[config.mk]
export PLATFORM = sky130hd
export DESIGN_NAME = gold_burst_sched_flat
export DESIGN_NICKNAME = d
export VERILOG_FILES = /design/src/rtl/gold_burst_sched_if.sv /design/src/rtl/gold_burst_sched.sv /design/src/flat_wrapper.sv
export SDC_FILE = /design/constraint.sdc
export NUM_CORES = 1
export LEC_CHECK = 0
export ABC_AREA = 0
export CAP_MARGIN = 10
export CORE_UTILIZATION = 30
export DETAILED_ROUTE_END_ITERATION = 8
export PLACE_DENSITY_LB_ADDON = 0.15
export SLEW_MARGIN = 20
export SYNTH_ARGS = -nofsm -noshare
export SYNTH_HDL_FRONTEND = slang
export SYNTH_SLANG_ARGS = --single-unit
[constraint.sdc]
create_clock -name clk -period 11.1 [get_ports clk]
set_clock_uncertainty 0.2 [all_clocks]
set_input_delay 1.665 -clock clk [delete_from_list [all_inputs] [get_ports clk]]
set_output_delay 1.665 -clock clk [all_outputs]
set_load 0.05 [all_outputs]
[src/rtl/gold_burst_sched_if.sv]
// rtl/gold_burst_sched_if.sv - Control/status bundle between tag registers and the gold burst scheduler
//
// Purpose: groups the scheduler's request, configuration and status signals.
//   master: the tag control side (drives start/abort/cfg_*, observes status)
//   slave : the scheduler itself
// Signals:
//   start, abort            request pulses
//   cfg_reps[7:0]           code periods per burst (0 -> 1)
//   cfg_bursts[7:0]         bursts per run (0 -> continuous)
//   cfg_gap[15:0]           idle cycles between bursts (0 -> 1)
//   gen_reset, tx_en, busy  generator reset, modulator gate, activity flag
//   chip_strobe, chip_idx   chip boundary pulse and current chip index
//   code_wrap               code period boundary pulse
//   burst_cnt[7:0], done    completed bursts and completion pulse
interface gold_burst_sched_if;
  logic       start;
  logic       abort;
  logic [7:0] cfg_reps;
  logic [7:0] cfg_bursts;
  logic [15:0] cfg_gap;
  logic       gen_reset;
  logic       tx_en;
  logic       busy;
  logic       chip_strobe;
  logic [5:0] chip_idx;
  logic       code_wrap;
  logic [7:0] burst_cnt;
  logic       done;

  modport master (
    output start, abort, cfg_reps, cfg_bursts, cfg_gap,
    input  gen_reset, tx_en, busy, chip_strobe, chip_idx, code_wrap, burst_cnt, done
  );

  modport slave (
    input  start, abort, cfg_reps, cfg_bursts, cfg_gap,
    output gen_reset, tx_en, busy, chip_strobe, chip_idx, code_wrap, burst_cnt, done
  );
endinterface

[src/rtl/gold_burst_sched.sv]
// rtl/gold_burst_sched.sv - Burst scheduler sequencing the gold chip generator into bursts
//
// Purpose: holds the gold generator in reset between bursts, releases it for
// cfg_reps code periods per burst, inserts cfg_gap idle cycles between bursts
// and repeats cfg_bursts times (0 = forever). Mirrors the generator's chip
// phase (chip_strobe / chip_idx / code_wrap) so downstream logic can align.
// Ports:
//   clk    clock
//   reset  synchronous, active-high
//   bus    gold_burst_sched_if.slave (requests, config, status; all outputs registered)
// Parameters:
//   CLK_DIV   clk cycles per chip (1..256), must match the generator
//   CODE_LEN  chips per code period
// Build option:
//   GOLD_SCHED_JITTER_EN  adds a free-running 8-bit LFSR value to every gap length
module gold_burst_sched #(
  parameter int CLK_DIV  = 8,
  parameter int CODE_LEN = 63
) (
  input logic               clk,
  input logic               reset,
  gold_burst_sched_if.slave bus
);

  localparam int              DIV_W     = (CLK_DIV > 1) ? $clog2(CLK_DIV) : 1;
  localparam logic [DIV_W-1:0] DIV_LAST = DIV_W'(CLK_DIV - 1);
  localparam logic [5:0]      CHIP_LAST = 6'(CODE_LEN - 1);

  typedef enum logic [1:0] {
    S_IDLE,
    S_ARM,
    S_BURST,
    S_GAP
  } state_t;

  state_t           state_q, state_d;
  logic [DIV_W-1:0] div_q, div_d;
  logic [5:0]       chip_q, chip_d;
  logic [7:0]       rep_q, rep_d;
  logic [16:0]      gap_q, gap_d;
  logic [7:0]       reps_q, reps_d;
  logic [7:0]       bursts_q, bursts_d;
  logic [15:0]      gapcfg_q, gapcfg_d;
  logic [7:0]       burst_cnt_q, burst_cnt_d;
  logic             done_q, done_d;
  logic             gen_reset_q, gen_reset_d;
  logic             tx_en_q, tx_en_d;
  logic             busy_q, busy_d;
  logic             chip_strobe_q, chip_strobe_d;
  logic             code_wrap_q, code_wrap_d;

  logic             strobe_now;
  logic             wrap_now;
  logic [7:0]       reps_last;
  logic [16:0]      gap_len;
  logic [16:0]      gap_load;

`ifdef GOLD_SCHED_JITTER_EN
  logic [7:0] lfsr_q;
  logic       lfsr_fb;
  // x^8+x^6+x^5+x^4+1, Fibonacci form
  assign lfsr_fb = lfsr_q[7] ^ lfsr_q[5] ^ lfsr_q[4] ^ lfsr_q[3];
  assign gap_len = ((gapcfg_q == 16'd0) ? 17'd1 : {1'b0, gapcfg_q}) + {9'd0, lfsr_q};
`else
  assign gap_len = (gapcfg_q == 16'd0) ? 17'd1 : {1'b0, gapcfg_q};
`endif

  // gap_q holds cycles remaining minus one, so GAP lasts exactly gap_len cycles
  assign gap_load  = gap_len - 17'd1;
  assign reps_last = (reps_q == 8'd0) ? 8'd0 : reps_q - 8'd1;
  assign strobe_now = (state_q == S_BURST) && (div_q == DIV_LAST);
  assign wrap_now   = strobe_now && (chip_q == CHIP_LAST);

  always_comb begin
    state_d     = state_q;
    div_d       = div_q;
    chip_d      = chip_q;
    rep_d       = rep_q;
    gap_d       = gap_q;
    reps_d      = reps_q;
    bursts_d    = bursts_q;
    gapcfg_d    = gapcfg_q;
    burst_cnt_d = burst_cnt_q;
    done_d      = 1'b0;

    case (state_q)
      S_IDLE: begin
        div_d  = '0;
        chip_d = 6'd0;
        rep_d  = 8'd0;
        gap_d  = 17'd0;
        if (bus.start && !bus.abort) begin
          reps_d      = bus.cfg_reps;
          bursts_d    = bus.cfg_bursts;
          gapcfg_d    = bus.cfg_gap;
          burst_cnt_d = 8'd0;
          state_d     = S_ARM;
        end
      end
      S_ARM: begin
        state_d = S_BURST;
      end
      S_BURST: begin
        if (strobe_now) begin
          div_d  = '0;
          chip_d = (chip_q == CHIP_LAST) ? 6'd0 : chip_q + 6'd1;
        end else begin
          div_d = div_q + 1'b1;
        end
        if (wrap_now) begin
          if (rep_q == reps_last) begin
            rep_d       = 8'd0;
            burst_cnt_d = burst_cnt_q + 8'd1;
            if ((bursts_q != 8'd0) && (burst_cnt_d == bursts_q)) begin
              state_d = S_IDLE;
              done_d  = 1'b1;
            end else begin
              state_d = S_GAP;
              gap_d   = gap_load;
            end
          end else begin
            rep_d = rep_q + 8'd1;
          end
        end
      end
      S_GAP: begin
        div_d  = '0;
        chip_d = 6'd0;
        rep_d  = 8'd0;
        if (gap_q == 17'd0) begin
          state_d = S_BURST;
        end else begin
          gap_d = gap_q - 17'd1;
        end
      end
      default: begin
        state_d = S_IDLE;
      end
    endcase

    // abort wins over everything, but the completed-burst count survives it
    if (bus.abort) begin
      state_d     = S_IDLE;
      done_d      = 1'b0;
      burst_cnt_d = burst_cnt_q;
      div_d       = '0;
      chip_d      = 6'd0;
      rep_d       = 8'd0;
      gap_d       = 17'd0;
    end

    // outputs are registered from next-state so they align with the state they describe
    tx_en_d       = (state_d == S_BURST);
    gen_reset_d   = (state_d != S_BURST);
    busy_d        = (state_d != S_IDLE);
    chip_strobe_d = (state_d == S_BURST) && (div_d == DIV_LAST);
    code_wrap_d   = chip_strobe_d && (chip_d == CHIP_LAST);
  end

  always_ff @(posedge clk) begin
    if (reset) begin
      state_q       <= S_IDLE;
      div_q         <= '0;
      chip_q        <= 6'd0;
      rep_q         <= 8'd0;
      gap_q         <= 17'd0;
      reps_q        <= 8'd0;
      bursts_q      <= 8'd0;
      gapcfg_q      <= 16'd0;
      burst_cnt_q   <= 8'd0;
      done_q        <= 1'b0;
      gen_reset_q   <= 1'b1;
      tx_en_q       <= 1'b0;
      busy_q        <= 1'b0;
      chip_strobe_q <= 1'b0;
      code_wrap_q   <= 1'b0;
`ifdef GOLD_SCHED_JITTER_EN
      lfsr_q        <= 8'h01;
`endif
    end else begin
      state_q       <= state_d;
      div_q         <= div_d;
      chip_q        <= chip_d;
      rep_q         <= rep_d;
      gap_q         <= gap_d;
      reps_q        <= reps_d;
      bursts_q      <= bursts_d;
      gapcfg_q      <= gapcfg_d;
      burst_cnt_q   <= burst_cnt_d;
      done_q        <= done_d;
      gen_reset_q   <= gen_reset_d;
      tx_en_q       <= tx_en_d;
      busy_q        <= busy_d;
      chip_strobe_q <= chip_strobe_d;
      code_wrap_q   <= code_wrap_d;
`ifdef GOLD_SCHED_JITTER_EN
      lfsr_q        <= {lfsr_q[6:0], lfsr_fb};
`endif
    end
  end

  assign bus.gen_reset   = gen_reset_q;
  assign bus.tx_en       = tx_en_q;
  assign bus.busy        = busy_q;
  assign bus.chip_strobe = chip_strobe_q;
  assign bus.chip_idx    = chip_q;
  assign bus.code_wrap   = code_wrap_q;
  assign bus.burst_cnt   = burst_cnt_q;
  assign bus.done        = done_q;

endmodule

[src/flat_wrapper.sv]
// flat-port wrapper written by rule: the top's interface ports become plain ports
module gold_burst_sched_flat 
#(
  parameter int CLK_DIV  = 8,
  parameter int CODE_LEN = 63
)
  (clk, reset, bus_start, bus_abort, bus_cfg_reps, bus_cfg_bursts, bus_cfg_gap, bus_gen_reset, bus_tx_en, bus_busy, bus_chip_strobe, bus_chip_idx, bus_code_wrap, bus_burst_cnt, bus_done);
  gold_burst_sched_if bus_i ();
  input logic clk;
  input logic reset;
  input wire logic [$bits(bus_i.start)-1:0] bus_start;
  input wire logic [$bits(bus_i.abort)-1:0] bus_abort;
  input wire logic [$bits(bus_i.cfg_reps)-1:0] bus_cfg_reps;
  input wire logic [$bits(bus_i.cfg_bursts)-1:0] bus_cfg_bursts;
  input wire logic [$bits(bus_i.cfg_gap)-1:0] bus_cfg_gap;
  output wire logic [$bits(bus_i.gen_reset)-1:0] bus_gen_reset;
  output wire logic [$bits(bus_i.tx_en)-1:0] bus_tx_en;
  output wire logic [$bits(bus_i.busy)-1:0] bus_busy;
  output wire logic [$bits(bus_i.chip_strobe)-1:0] bus_chip_strobe;
  output wire logic [$bits(bus_i.chip_idx)-1:0] bus_chip_idx;
  output wire logic [$bits(bus_i.code_wrap)-1:0] bus_code_wrap;
  output wire logic [$bits(bus_i.burst_cnt)-1:0] bus_burst_cnt;
  output wire logic [$bits(bus_i.done)-1:0] bus_done;
  assign bus_i.start = bus_start;
  assign bus_i.abort = bus_abort;
  assign bus_i.cfg_reps = bus_cfg_reps;
  assign bus_i.cfg_bursts = bus_cfg_bursts;
  assign bus_i.cfg_gap = bus_cfg_gap;
  assign bus_gen_reset = bus_i.gen_reset;
  assign bus_tx_en = bus_i.tx_en;
  assign bus_busy = bus_i.busy;
  assign bus_chip_strobe = bus_i.chip_strobe;
  assign bus_chip_idx = bus_i.chip_idx;
  assign bus_code_wrap = bus_i.code_wrap;
  assign bus_burst_cnt = bus_i.burst_cnt;
  assign bus_done = bus_i.done;
  gold_burst_sched #(.CLK_DIV(CLK_DIV), .CODE_LEN(CODE_LEN)) u_core (.clk(clk), .reset(reset), .bus(bus_i));
endmodule
=== Word-level counts from Yosys, hierarchy flattened ===
Cells that the tools add are included.

* Memories kept: 0
* Word-level logic and storage cells: 94
* Bits in latches: 0
* Input bits: 36
* Bits in writable memories: 0
* Bits in registers: 82
* Memory bits (read-only): 0
* Output and inout port bits: 20

* Bitwise logic cells: 4
* $mul: 0
* Mux-type cells: 29
* Magnitude comparators: 0
* Add/sub/neg operators: 7
* Eq/ne operators: 16
* Div/mod/pow operators: 0
* Reductions and logical operators: 23
* Shifts and indexed selects: 0

{| class="wikitable"
|+ Operators by type and width
! operator !! number
|-
| two-way mux 17 bit || 4
|-
| one-hot mux 17 bit (3 select lines) || 1
|-
| two-way mux 8 bit || 6
|-
| subtractor 17 x 1 -> 17 bit, second input constant || 2
|-
| one-hot mux 8 bit (2 select lines) || 2
|-
| two-way mux 6 bit || 3
|-
| logical NOT 17 bit || 1
|-
| adder 8 x 1 -> 8 bit, second input constant || 2
|-
| == test 8 bit || 2
|-
| logical NOT 16 bit || 1
|-
| two-way mux 16 bit || 1
|-
| == test 6 bit, second input constant || 2
|-
| two-way mux 2 bit || 6
|-
| one-hot mux 6 bit (2 select lines) || 1
|-
| AND reduction 5 bit || 2
|-
| logical NOT 8 bit || 1
|-
| != test 2 bit, second input constant || 4
|-
| one-hot mux 2 bit (4 select lines) || 1
|-
| nonzero test 8 bit || 1
|-
| subtractor 8 x 1 -> 8 bit, second input constant || 1
|-
| adder 6 x 1 -> 6 bit, second input constant || 1
|-
| == test 2 bit, second input constant || 3
|-
| == test 3 bit, second input constant || 2
|-
| logical AND 1 bit || 6
|-
| other kinds (14) || 23
|}

=== Depth between registers and ports, before layout ===
* Depth in word-level cells: 11
* Depth in mapped cells: 13
* Mapped depth without buffers: 11

=== Worst setup path before layout ===
No wires, ideal clock.

* Path type: flip-flop to flip-flop
* From: register u_core.state_q[0]
* To: register u_core.gap_q[12]
* Cell stages (with the launch flop): 14
* Arrival time: 3.610 ns
* Slack: 7.169 ns
* Required time: 10.778 ns
* Path buffers: 4
* Clock period less this slack: 3.931 ns
* Setup time: 0.122 ns
* Path through: dfxtp_1 -> ha_1 -> clkbuf_1 -> clkbuf_1 -> buf_1 -> clkbuf_1 -> mux2i_1 -> ha_1 -> o221ai_1 -> nor4_1 -> xnor2_1 -> o21ai_0 -> nor3b_1 -> a221o_1

* Cells in the longest elaborated chain, start to end: 5
* Elaborated cells on any way between the ends: 12
* Those cells by class: eq/ne (6); mux (1); reduce/logical (5)

{| class="wikitable"
|+ RTL lines
! item !! line !! RTL
|-
| start: declaration || gold_burst_sched.sv:36 || <nowiki>state_t state_q, state_d;</nowiki>
|-
| start signal: assignment || gold_burst_sched.sv:181 || <nowiki>state_q <= state_d;</nowiki>
|-
| == test 2 bit || gold_burst_sched.sv:71, gold_burst_sched.sv:86 ||
|-
| logical AND 1 bit || gold_burst_sched.sv:71 || <nowiki>assign strobe_now = (state_q == S_BURST) && (div_q == DIV_LAST);</nowiki>
|-
| logical AND 1 bit || gold_burst_sched.sv:72 || <nowiki>assign wrap_now = strobe_now && (chip_q == CHIP_LAST);</nowiki>
|-
| != test 2 x 1 -> 1 bit (no source line) || n/a ||
|-
| AND reduction 5 bit (no source line) || n/a ||
|-
| end signal: assignment || gold_burst_sched.sv:185 || <nowiki>gap_q <= gap_d;</nowiki>
|-
| end: declaration || gold_burst_sched.sv:40 || <nowiki>logic [16:0] gap_q, gap_d;</nowiki>
|}

Several ways; a longest one is shown, not always the timed one.
A chain may end at the register's enable or synchronous reset.

=== Final worst setup path ===
Same ends and word-level chain as after synthesis.

==> flow_results.org <==
** Final layout
- Summing all multi-input logic gate instances after layout gives 3000 um^2.
- Relative to the synthesized area, the layout overhead comes to 20.8%.
- Filler Cells Inserted :: 1650
- Number of nets in the finished design :: 696
- 0 antenna diodes ended up in the layout.
- The sequential cells in the finished layout cover a total of 1640 um^2.
- Ratio of cells with drive above 1 in the final layout :: 0.0613

** Timing
- The number of max-slew violations in the final report was 0.
- For the pin with the worst max-slew slack, the measured transition is 0.920 ns.
- Dividing the final minimum period by the clock period gives 0.348.
- Measured against its own limit, the worst slew margin works out to 0.381.
- Unrepaired setup endpoints after global routing :: no
- Finish-stage setup viols :: 0
- The final hold violation count is 0.
- Derived from the worst setup path, the maximum achievable clock frequency is 259 MHz.
- Post-layout minimum cycle time :: 3.87 ns
- Setup slack closes at 7.23 ns.
- After routing, the total negative slack on setup checks comes to 0 ns.
- Hold is met by 0.285 ns.

** Drt
- Before antenna repair, the detailed router went through 4 iterations.
- Via total after detailed routing :: 4523
- Drt total wl :: 13.2 mm
- Using the TritonRoute via totals, the vias-per-cell ratio works out to around 5.2.
- For this block, the initial DRC count from the detailed router was 225.
- Remaining antenna violation count :: 0
- Dividing the detail-routed wire length by the instance count gives 15.2 um.
- Residual DRC count :: 0

** Synthesis
- Synthesis handed over a netlist of just over 600 instances.
- The fraction of the mapped netlist area in compound gates came to 0.205.
- Fraction of synthesized cell area in xor and xnor cells :: 0.0741
- The netlist uses 69 different library cells.
- Of the total synthesized cell area, the portion taken by full adders, half adders and majority gates is 0.0310.
- Of the synthesized area, sequential elements account for 0.339.
- After synthesis, the cell types taking the most area are sky130_fd_sc_hd__dfxtp_1 34%, sky130_fd_sc_hd__nand2_1 7.5%, sky130_fd_sc_hd__a21oi_1 5.4%.
- Most used flip-flop cell after synthesis :: sky130_fd_sc_hd__dfxtp_1
- Most area-hungry cell type in the Yosys netlist :: sky130_fd_sc_hd__dfxtp_1
- During synthesis, Yosys emitted a total of 0 warnings.
- In the post-synthesis netlist, the cell with the most instances is sky130_fd_sc_hd__nand2_1.
- After synthesis the netlist holds a flip-flop and latch count of 82.
- Yosys mapped a number of flops with a built-in enable equal to 0.
- After synthesis, the largest family of logic cells by area is simple AND/OR/NAND/NOR gates.
- Combined area of all synthesized cells :: slightly below 5000 um^2
- Top-area cell type share of the netlist area :: 0.339
- In the synthesized netlist the async set-or-reset flop fraction comes to 0.
- Synthesized-area fraction occupied by and/or/nand/nor cells :: 0.289
- A synthesized cell averages 7.86 um^2.
- The number of nets in the synthesized netlist is between 600 and 700.
- Of the post-synthesis cell area, the part taken by muxes is 0.0194.
- Ranking of synthesized cells by instance count :: 97 x sky130_fd_sc_hd__nand2_1, 82 x sky130_fd_sc_hd__dfxtp_1, 52 x sky130_fd_sc_hd__a21oi_1

** Floorplan
- The die is 129 um wide.
- Die Y :: 129 um
- The core region is 15800 um^2.
- Full die area :: 16700 um^2
- The initial utilization of the core area, before any placement, comes to 0.306.
- Number of core rows :: 46
- For this design the top-level I/O count stands at between 50 and 60.

** Run status
- The flow ran to the end, and the final reports show no timing, DRC or antenna violations.

** Clocking
- Counting along the longest clock path gives a buffer depth of 2.
- At the later pin of the worst-skew pair, clock insertion delay measures between 0.3 and 0.4 ns.
- CTS saw 82 sinks.
- TritonCTS created 9 clock buffers.
- After clock tree synthesis, the clock-pin slew on the worst setup and hold paths is 0.06 ns.
- Number of buffers inserted by post-CTS setup repair :: 0
- Gates resized during post-CTS repair numbered 0.
- TritonCTS built the clock tree.
- Count of hold-fix buffers inserted at cts :: 0
- The root buffer cell chosen for the clock tree is sky130_fd_sc_hd__clkbuf_16.
- The H-tree was split into 3 levels.

** Global route
- Antenna violations before repair :: 0
- First-pass GRT wire length :: about 22 mm
- Overflow left after global routing :: 0
- Via count of the first global-routing pass :: 4449
- Total global-route track usage :: 0.170
- Maximum number of pins on one net before global-route repair :: 40

** Critical path
- The largest individual stage delay along the critical path comes from the cell sky130_fd_sc_hd__nor4_1.
- The critical path goes through ha_1 > buf_4 > inv_1 > o21ai_0 > ha_1 > o221ai_1 > nor4_1 > xnor2_1 > o21ai_0 > nor3b_1 > a221o_1.
- In this run the worst path has a maximum fanout of 39.
- For flop-to-flop paths, the worst setup slack is a little over 7 ns.
- Critical Path RT :: 11.14 ns
- STA puts the critical path data arrival time at between 3 and 4 ns.
- The worst setup path is captured at a flop.
- Critical path start-end classification :: flop to flop
- Max stage delay on crit path :: 0.59 ns
- Kind of start point of the critical path :: flop

** Placed design
- Timing analysis after detailed placement gives a worst setup slack of approximately 7.0 ns.
- In this run the tool buffered the top-level ports with 55 buffer cells.
- Summed over all nets, the half-perimeter wirelength after detailed placement is approximately 9.6 mm.
- Routability-driven placement finished with a final weighted congestion of 0.841.

** Pwr
- In this run the static leakage power is 2.10 nW.
- VDD sags by at most 0.0702 mV.
- PwrDens :: 129 nW/um^2

** Hold path
- Worst hold path class :: flop to flop

** Run
- Max cap viols :: 0
==> sequential cells by signal, summed over array words and instances, names as in the netlist <==
signal and flops:
u_core.bus.done 1, u_core.bursts_q 8, u_core.bus.tx_en 1, u_core.div_q 3
u_core.state_q 2, u_core.bus.burst_cnt 8, u_core.gapcfg_q 16, u_core.bus.gen_reset 1
u_core.bus.chip_idx 6, u_core.rep_q 8, u_core.bus.chip_strobe 1, u_core.bus.code_wrap 1
u_core.reps_q 8, u_core.bus.busy 1, u_core.gap_q 17
==> power breakdown <==
part,internal [mW],switching (mW),leakage (nW)
logic,0.0564,0.0730,1.28
registers,0.301,0.00954,0.664
clock network,0.192,0.123,0.159
==> cell type report <==
cell class,count,area share
clock buffers,12,0.0455
clock inverters,4,0.00833
inverters,15,0.00962
multi-input cells,482,0.512
flip-flops and latches,82,0.280
well taps,216,0.0462
repair buffers,58,0.0979
==> placed cells by master, fill, tap and decap left out, types with 10 or more instances in the layout <==
cell / n
sky130_fd_sc_hd__nand2_1: 97
sky130_fd_sc_hd__dfxtp_1: 82
sky130_fd_sc_hd__clkdlybuf4s50_1: 55
sky130_fd_sc_hd__a21oi_1: 52
sky130_fd_sc_hd__nor2_1: 41
sky130_fd_sc_hd__nor3_1: 27
sky130_fd_sc_hd__xor2_1: 21
sky130_fd_sc_hd__xnor2_1: 20
sky130_fd_sc_hd__nor4_1: 17
sky130_fd_sc_hd__nand3_1: 17
sky130_fd_sc_hd__o21ai_0: 16
sky130_fd_sc_hd__inv_1: 15
sky130_fd_sc_hd__ha_1: 12
sky130_fd_sc_hd__nand4_1: 10
==> critical path, delay by kind of cell, from the launching register on <==
kind,cells,cell delay [ns]
buffers and inverters,2,0.70
flip-flops,1,0.41
adder cells (fa/ha/maj),2,0.46
XOR/XNOR,1,0.18
AND/OR/NAND/NOR,2,0.75
AO/OA/AOI/OAI,4,1.06
==> layer usage <==
metal,vias up,track usage,part of all wire
met5,-,0,0
met4,0,0.0775,0.023
met3,22,0.0285,0.040
li1,2288,-,-
met2,92,0.264,0.45
met1,2121,0.230,0.49
==> metrics by stage <==
step,area [um^2],power [mW],std cells,util
6_report,5860,0.755,869,0.370
5_1_grt,5860,0.794,869,0.370
4_1_cts,5860,0.765,869,0.370
3_5_place_dp,5540,0.446,853,0.350
3_3_place_gp,5540,0.445,853,0.350
2_1_floorplan,4850,0.409,617,-
==> cell families (layout without fill, tap and decap cells) <==
logic type,count (synthesis),after routing
adder cells (fa/ha/maj),12,12
buffers and inverters,53,89
AO/OA/AOI/OAI,142,142
XOR/XNOR,41,41
AND/OR/NAND/NOR,278,278
flip-flops,82,82
multiplexers,9,9
==> final timing paths <==
kind	start	to	cells after the start
setup / recovery	u_core.state_q[0]$_SDFF_PP0_	u_core.gap_q[12]$_SDFFE_PP0P_	11
hold / removal	u_core.gapcfg_q[13]$_SDFFE_PP0P_	u_core.gapcfg_q[13]$_SDFFE_PP0P_	2
setup reg to reg	u_core.state_q[0]$_SDFF_PP0_	u_core.gap_q[12]$_SDFFE_PP0P_	11
hold reg to reg	u_core.gapcfg_q[13]$_SDFFE_PP0P_	u_core.gapcfg_q[13]$_SDFFE_PP0P_	2
Note: power is estimated with default switching activity, not from simulation.
